`config.mk`:
```
export PLATFORM = sky130hd
export DESIGN_NAME = root_window_accum_flat
export DESIGN_NICKNAME = d
export VERILOG_FILES = /design/src/rtl/root_window_accum_if.sv /design/src/rtl/root_window_accum.sv /design/src/flat_wrapper.sv
export SDC_FILE = /design/constraint.sdc
export NUM_CORES = 1
export LEC_CHECK = 0
export CAP_MARGIN = 20
export CORE_ASPECT_RATIO = 0.6
export CORE_UTILIZATION = 50
export DETAILED_ROUTE_END_ITERATION = 10
export PLACE_DENSITY = 0.81
export SLEW_MARGIN = 40
export SYNTH_ARGS = -nofsm -noshare
export SYNTH_HDL_FRONTEND = slang
export SYNTH_SLANG_ARGS = --single-unit
```
`constraint.sdc`:
```
create_clock -name CLK -period 2.9 [get_ports CLK]
set_clock_uncertainty 0.1 [all_clocks]
set_input_delay 0.58 -clock CLK [delete_from_list [all_inputs] [get_ports CLK]]
set_output_delay 0.58 -clock CLK [all_outputs]
set_load 0.02 [all_outputs]
```
`src/rtl/root_window_accum_if.sv`:
```
// Sample-in / window-out handshake bundle for root_window_accum.
// The slave modport is the accumulator; the master modport is the producer/consumer side.
interface root_window_accum_if #(
    parameter int NBITS = 8,
    parameter int SUMW  = NBITS + 8
);
    logic [NBITS-1:0] IN_DATA;
    logic             IN_VALID;
    logic             IN_READY;
    logic             FLUSH;
    logic [SUMW-1:0]  OUT_SUM;
    logic [NBITS-1:0] OUT_MIN;
    logic [NBITS-1:0] OUT_MAX;
    logic [7:0]       OUT_COUNT;
    logic             OUT_VALID;
    logic             OUT_READY;

    modport slave (
        input  IN_DATA, IN_VALID, FLUSH, OUT_READY,
        output IN_READY, OUT_SUM, OUT_MIN, OUT_MAX, OUT_COUNT, OUT_VALID
    );

    modport master (
        output IN_DATA, IN_VALID, FLUSH, OUT_READY,
        input  IN_READY, OUT_SUM, OUT_MIN, OUT_MAX, OUT_COUNT, OUT_VALID
    );
endinterface

```
`src/rtl/root_window_accum.sv`:
```
// Windowed sum/min/max/count over the XOUT stream, with a one-deep output slot
// so the next window keeps accumulating while the finished one waits.
module root_window_accum #(
    parameter int NBITS = 8,
    parameter int WIN   = 4,
    parameter int SUMW  = NBITS + 8
) (
    input  logic                 CLK,
    input  logic                 RST_N,
    root_window_accum_if.slave   bus
);
    localparam logic [7:0] WIN_CNT  = 8'(WIN);
    localparam logic [7:0] WIN_LAST = 8'(WIN - 1);

    logic [SUMW-1:0]  r_acc_sum;
    logic [NBITS-1:0] r_acc_min;
    logic [NBITS-1:0] r_acc_max;
    logic [7:0]       r_acc_cnt;
    logic             r_flush_pend;
    logic [SUMW-1:0]  r_out_sum;
    logic [NBITS-1:0] r_out_min;
    logic [NBITS-1:0] r_out_max;
    logic [7:0]       r_out_count;
    logic             r_out_valid;

    logic             w_slot_free;
    logic             w_in_ready;
    logic             w_accept;
    logic [SUMW-1:0]  w_new_sum;
    logic [NBITS-1:0] w_new_min;
    logic [NBITS-1:0] w_new_max;
    logic [7:0]       w_new_cnt;
    logic             w_close;
    logic             w_flush_req;
    logic             w_flush_emit;
    logic             w_load;
    logic             w_flush_pend_next;

    assign w_slot_free = !r_out_valid || bus.OUT_READY;
    // Stall only when this edge would need to load a slot that is still occupied.
    assign w_in_ready  = RST_N
                       && !(r_acc_cnt == WIN_LAST && !w_slot_free)
                       && !(r_flush_pend && r_acc_cnt != 8'd0 && !w_slot_free);
    assign w_accept    = bus.IN_VALID && w_in_ready;

    always_comb begin
        w_new_sum = r_acc_sum;
        w_new_min = r_acc_min;
        w_new_max = r_acc_max;
        w_new_cnt = r_acc_cnt;
        if (w_accept) begin
            w_new_sum = r_acc_sum + {{(SUMW - NBITS){1'b0}}, bus.IN_DATA};
            if (r_acc_cnt == 8'd0 || bus.IN_DATA < r_acc_min) begin
                w_new_min = bus.IN_DATA;
            end
            if (r_acc_cnt == 8'd0 || bus.IN_DATA > r_acc_max) begin
                w_new_max = bus.IN_DATA;
            end
            w_new_cnt = r_acc_cnt + 8'd1;
        end
    end

    assign w_close      = w_accept && (w_new_cnt == WIN_CNT);
    assign w_flush_req  = r_flush_pend || bus.FLUSH;
    assign w_flush_emit = !w_close && w_flush_req && (w_new_cnt != 8'd0) && w_slot_free;
    assign w_load       = w_close || w_flush_emit;

    // A close or flush-emit empties the accumulator, which also satisfies any flush.
    always_comb begin
        w_flush_pend_next = w_flush_req;
        if (w_load || w_new_cnt == 8'd0) begin
            w_flush_pend_next = 1'b0;
        end
    end

    always_ff @(posedge CLK or negedge RST_N) begin
        if (!RST_N) begin
            r_acc_sum    <= '0;
            r_acc_min    <= '0;
            r_acc_max    <= '0;
            r_acc_cnt    <= '0;
            r_flush_pend <= 1'b0;
        end else begin
            r_flush_pend <= w_flush_pend_next;
            if (w_load) begin
                r_acc_sum <= '0;
                r_acc_min <= '0;
                r_acc_max <= '0;
                r_acc_cnt <= '0;
            end else begin
                r_acc_sum <= w_new_sum;
                r_acc_min <= w_new_min;
                r_acc_max <= w_new_max;
                r_acc_cnt <= w_new_cnt;
            end
        end
    end

    always_ff @(posedge CLK or negedge RST_N) begin
        if (!RST_N) begin
            r_out_sum   <= '0;
            r_out_min   <= '0;
            r_out_max   <= '0;
            r_out_count <= '0;
            r_out_valid <= 1'b0;
        end else if (w_load) begin
            r_out_sum   <= w_new_sum;
            r_out_min   <= w_new_min;
            r_out_max   <= w_new_max;
            r_out_count <= w_new_cnt;
            r_out_valid <= 1'b1;
        end else if (bus.OUT_READY) begin
            r_out_valid <= 1'b0;
        end
    end

    assign bus.IN_READY  = w_in_ready;
    assign bus.OUT_SUM   = r_out_sum;
    assign bus.OUT_MIN   = r_out_min;
    assign bus.OUT_MAX   = r_out_max;
    assign bus.OUT_COUNT = r_out_count;
    assign bus.OUT_VALID = r_out_valid;
endmodule

```
`src/flat_wrapper.sv`:
```
// flat-port wrapper written by rule: the top's interface ports become plain ports
module root_window_accum_flat 
#(
    parameter int NBITS = 8,
    parameter int WIN   = 4,
    parameter int SUMW  = NBITS + 8
)
  (CLK, RST_N, bus_IN_DATA, bus_IN_VALID, bus_FLUSH, bus_OUT_READY, bus_IN_READY, bus_OUT_SUM, bus_OUT_MIN, bus_OUT_MAX, bus_OUT_COUNT, bus_OUT_VALID);
  root_window_accum_if #(.NBITS(NBITS), .SUMW(SUMW)) bus_i ();
  input  logic CLK;
  input  logic RST_N;
  input wire logic [$bits(bus_i.IN_DATA)-1:0] bus_IN_DATA;
  input wire logic [$bits(bus_i.IN_VALID)-1:0] bus_IN_VALID;
  input wire logic [$bits(bus_i.FLUSH)-1:0] bus_FLUSH;
  input wire logic [$bits(bus_i.OUT_READY)-1:0] bus_OUT_READY;
  output wire logic [$bits(bus_i.IN_READY)-1:0] bus_IN_READY;
  output wire logic [$bits(bus_i.OUT_SUM)-1:0] bus_OUT_SUM;
  output wire logic [$bits(bus_i.OUT_MIN)-1:0] bus_OUT_MIN;
  output wire logic [$bits(bus_i.OUT_MAX)-1:0] bus_OUT_MAX;
  output wire logic [$bits(bus_i.OUT_COUNT)-1:0] bus_OUT_COUNT;
  output wire logic [$bits(bus_i.OUT_VALID)-1:0] bus_OUT_VALID;
  assign bus_i.IN_DATA = bus_IN_DATA;
  assign bus_i.IN_VALID = bus_IN_VALID;
  assign bus_i.FLUSH = bus_FLUSH;
  assign bus_i.OUT_READY = bus_OUT_READY;
  assign bus_IN_READY = bus_i.IN_READY;
  assign bus_OUT_SUM = bus_i.OUT_SUM;
  assign bus_OUT_MIN = bus_i.OUT_MIN;
  assign bus_OUT_MAX = bus_i.OUT_MAX;
  assign bus_OUT_COUNT = bus_i.OUT_COUNT;
  assign bus_OUT_VALID = bus_i.OUT_VALID;
  root_window_accum #(.NBITS(NBITS), .WIN(WIN), .SUMW(SUMW)) u_core (.CLK(CLK), .RST_N(RST_N), .bus(bus_i));
endmodule
```
==> run_results.csv <==
group,metric,value,unit
synth,synth_compound_area_frac,0.155,
power,internal_power,3.52,mW
timing,fin_ws,0.115,ns
synth,synth_xor_area_frac,0.0405,
min_path,min_path_type,"primary input to async pin",
synth,synth_top_family_by_area,"compound AO/OA/AOI/OAI gates",
setup_path,max_stage_delay,0.38,ns
grt,overflow,0,
clock_network,numCtsBuffers,9,
finish,num_antenna_cells,0,
synth,ys_ff_latch,82,
routing,routed_wl,11.1,mm
routing,vias,3636,
placed_design,place_congestion,0.854,
synth,yosys.area_share.simple,0.123,
placed_design,dp_hpwl,7.96,mm
routing,drc,0,
timing,timing.final.crit_period,2.78,ns
power,sw_frac_of_total,0.389,
timing,hold_viol_final,0,
power,cellPowerDensity,991,nW/um^2
power,peakVddDrop,0.000495,V
synth,synthAdderAreaFrac,0.0738,
synth,syn_area_per_cell,10.1,sq um
setup_path,worst_path_max_delay_cell,"dfrtp_1",
synth,synth.most_common_cell,"dfrtp_1",
flow_run,cap_violations,0,
setup_path,worst-path-max-fanout,32,
placed_design,port_buffers,54,
finish,fin_nets,580,
finish,area_delta_synth_final,28.9,%
synth,syn_area,4510,sq um
setup_path,required,3.06,ns
grt,grt_pass1_vias,3600,
setup_path,worstPathArrival,2.94,ns
power,power_frac_clock,0.207,
synth,async_flop_share,1.00,
clock_network,cts.path.max_buffers,2,
routing,first_pass_iters,5,
routing,wl_per_cell,16.9,microns
routing,drt_iter0_markers,226,
timing,setup-violations-final,0,
power,seq_power_share,0.302,
floorplan,die-area,9410,sq um
floorplan,die_h,75.6,microns
placed_design,dp_cells,639,
routing,vias_per_cell,5.53,
synth,ys.warnings.count,0,
setup_path,cpMostUsedCell,"buf_12",
timing,drv_slew,0,
timing,slew_headroom,0.759,
power,switchingPower,2.24,mW
grt,grt_pass1_wl,18.0,mm
synth,netlist_top_cells_area,"dfrtp_1 46%, mux2i_1 7.5%, ha_1 6.9%, a21oi_1 5.0%, inv_1 4.0%",
floorplan,start_util,0.523,
clock_network,cts_tree,"done",
synth,synth_ff_type,"dfrtp_1",
synth,yosys.area.top_type,"dfrtp_1",
setup_path,cp-end-kind,"flop",
grt,grt_antenna_before_repair,0,
synth,ys_top_cells_by_count,"82 x dfrtp_1, 48 x inv_1, 46 x nor2_1",
clock_network,clk_latency,0.34,ns
finish,fin_cells,658,
clock_network,cts_sinks,82,
setup_path,worstSetupPathType,"flop to flop",
placed_design,place_ws,-0.317,ns
finish,fill_cells,646,
timing,period_share,0.960,
timing,fmax,359,MHz
floorplan,placeableCoreArea,8620,sq um
timing,worstMarginPinSlew,0.352,ns
floorplan,die_w,125,microns
grt,grt_max_degree,83,
floorplan,rows,26,
clock_network,htree_levels,3,
synth,syn-num-nets,487,
synth,synth_edf_count,0,
synth,synthMuxAreaShare,0.0788,
floorplan,io-pin-count,55,
grt,grtUsageTotal,0.250,
synth,ys_types,57,
setup_path,cp-start-kind,"flop",
power,leakagePower,2.66,nW
setup_path,path_cells,"inv_1 > ha_1 > nor4b_4 > a21oi_2 > a211oi_2 > buf_4 > buf_12 > a41o_1 > and2_4 > buf_12 > mux2i_1",
synth,netlist_instances,448,
finish,utilization,0.674,
routing,postRouteAntennaNets,0,
clock_network,cts.clk_slew.worst_paths,0.06,ns
power,combPwrFrac,0.491,
synth,synth_seq_area_share,0.455,
finish,drive_above_1_share,0.156,
clock_network,ctsHoldBuffers,0,
outcome,outcome,"finished clean",
synth,synth_top_area_share,0.455,
clock_network,root_buffer,"clkbuf_16",
-- metrics by stage --
step / total power, mW / instance area (sq um) / hold WS [ns] / setup TNS (ns)
2_1_floorplan: 3.51 / 4510 / 0.184 / 0
3_5_place_dp: 4.49 / 5410 / 0.405 / -8.82
3_3_place_gp: 4.36 / 5410 / 0.403 / -5.09
6_report: 5.75 / 5810 / 0.0840 / 0
5_1_grt: 6.10 / 5810 / 0.0942 / -0.0623
4_1_cts: 5.71 / 5720 / 0.324 / 0
-- state kept, by name, indices dropped and copies added, names as in the netlist --
signal	count
u_core.r_acc_sum	16
u_core.bus.OUT_MAX	8
u_core.r_flush_pend	1
u_core.r_acc_max	8
u_core.bus.OUT_MIN	8
u_core.bus.OUT_VALID	1
u_core.bus.OUT_SUM	16
u_core.r_acc_cnt	8
u_core.r_acc_min	8
u_core.bus.OUT_COUNT	8
-- area by class of cell --
cell class              instances  area, sq um  share of cell area
clock inverters                 5         62.6              0.0108
flip-flops and latches         82         2050               0.353
inverters                      48          180              0.0310
clock buffers                  11          253              0.0435
repair buffers                103          953               0.164
multi-input cells             297         2170               0.373
well taps                     112          140              0.0241
-- power groups by stage --
| stage | logic [mW] | clock network, mW | registers (mW) |
|---|---|---|---|
| after global routing | 3.07 | 1.25 | 1.78 |
| after floorplan | 1.55 | 0 | 1.96 |
| after CTS | 2.77 | 1.20 | 1.74 |
| after global placement | 2.63 | 0 | 1.73 |
| after detailed placement | 2.75 | 0 | 1.75 |
| final | 2.82 | 1.19 | 1.74 |
-- what timing repair did --
item	4_1_cts	5_1_grt
endpoints found under the setup margin	1	25
gates resized for setup	1	18
pin swaps	0	6
buffers inserted	0	2
-- worst max-delay path, delay by kind of cell, from the launching register on --
family	cells	cell delay [ns]
compound gates	3	0.67
fa+ha+maj	1	0.15
buf+inv	4	0.67
flops	1	0.38
mux	1	0.23
simple gates	2	0.48
-- path summary, 6_finish.rpt --
path | cells past startpoint | endpoint | start | slack [ns]
worst max register to register | 11 | u_core.bus.OUT_SUM[4] | u_core.r_acc_cnt[0] | 0.12
worst max-delay path | 11 | u_core.bus.OUT_SUM[4] | u_core.r_acc_cnt[0] | 0.12
max in group asynchronous | 3 | u_core.bus.OUT_SUM[11] | RST_N | 2.05
worst min register to register | 2 | u_core.bus.OUT_COUNT[4] | u_core.bus.OUT_COUNT[4] | 0.42
worst min-delay path | 2 | u_core.bus.OUT_MIN[6] | RST_N | 0.08
min in group CLK | 2 | u_core.bus.OUT_COUNT[4] | u_core.bus.OUT_COUNT[4] | 0.42
-- layer usage --
layer / GRT usage / vias up / share of wire
met5: 0 / - / 0
met4: 0.0616 / 0 / 0.0074
met3: 0.0681 / 12 / 0.066
met2: 0.405 / 127 / 0.46
met1: 0.340 / 1761 / 0.47
li1: - / 1736 / -
-- cell usage in the layout (no fill, tap or decap), types with 2 or more instances in the layout --
cell type / netlist / final
xor2_1: 4 / 3
clkinv_4: 0 / 2
a31oi_1: 9 / 9
clkbuf_16: 0 / 9
and2_4: 0 / 2
nor3_1: 7 / 7
and2_1: 4 / 2
and3_1: 2 / 2
nand2b_1: 3 / 3
mux2i_1: 34 / 34
ha_1: 25 / 25
nor3b_1: 4 / 2
a211oi_2: 1 / 2
or3_1: 2 / 2
o211ai_1: 8 / 8
a21o_1: 7 / 7
o21a_1: 2 / 2
o21ai_0: 5 / 3
buf_4: 3 / 45
o21ai_1: 2 / 3
nand3_1: 3 / 3
clkinvlp_4: 0 / 2
clkdlybuf4s50_1: 0 / 52
dfrtp_1: 82 / 82
a21oi_1: 45 / 45
nor2b_1: 6 / 5
o22ai_1: 2 / 2
a211oi_1: 5 / 4
nand4_1: 5 / 5
inv_1: 48 / 48
nor2_1: 46 / 46
a2bb2oi_1: 8 / 8
buf_6: 6 / 2
nand2_1: 20 / 20
buf_12: 0 / 2
nor3b_2: 0 / 2
clkbuf_8: 0 / 2
xnor2_1: 15 / 15
-- kinds of logic (layout without fill, tap and decap cells) --
| kind of cell | Yosys count | in the layout |
|---|---|---|
| and+or+nand+nor | 110 | 110 |
| muxes | 35 | 35 |
| adders and majority gates | 26 | 26 |
| xor gates and xnor gates | 20 | 20 |
| buffers and inverters | 69 | 167 |
| DFF | 82 | 82 |
| AOI/OAI and AO/OA | 106 | 106 |
Power figures use the tool's default switching activity.
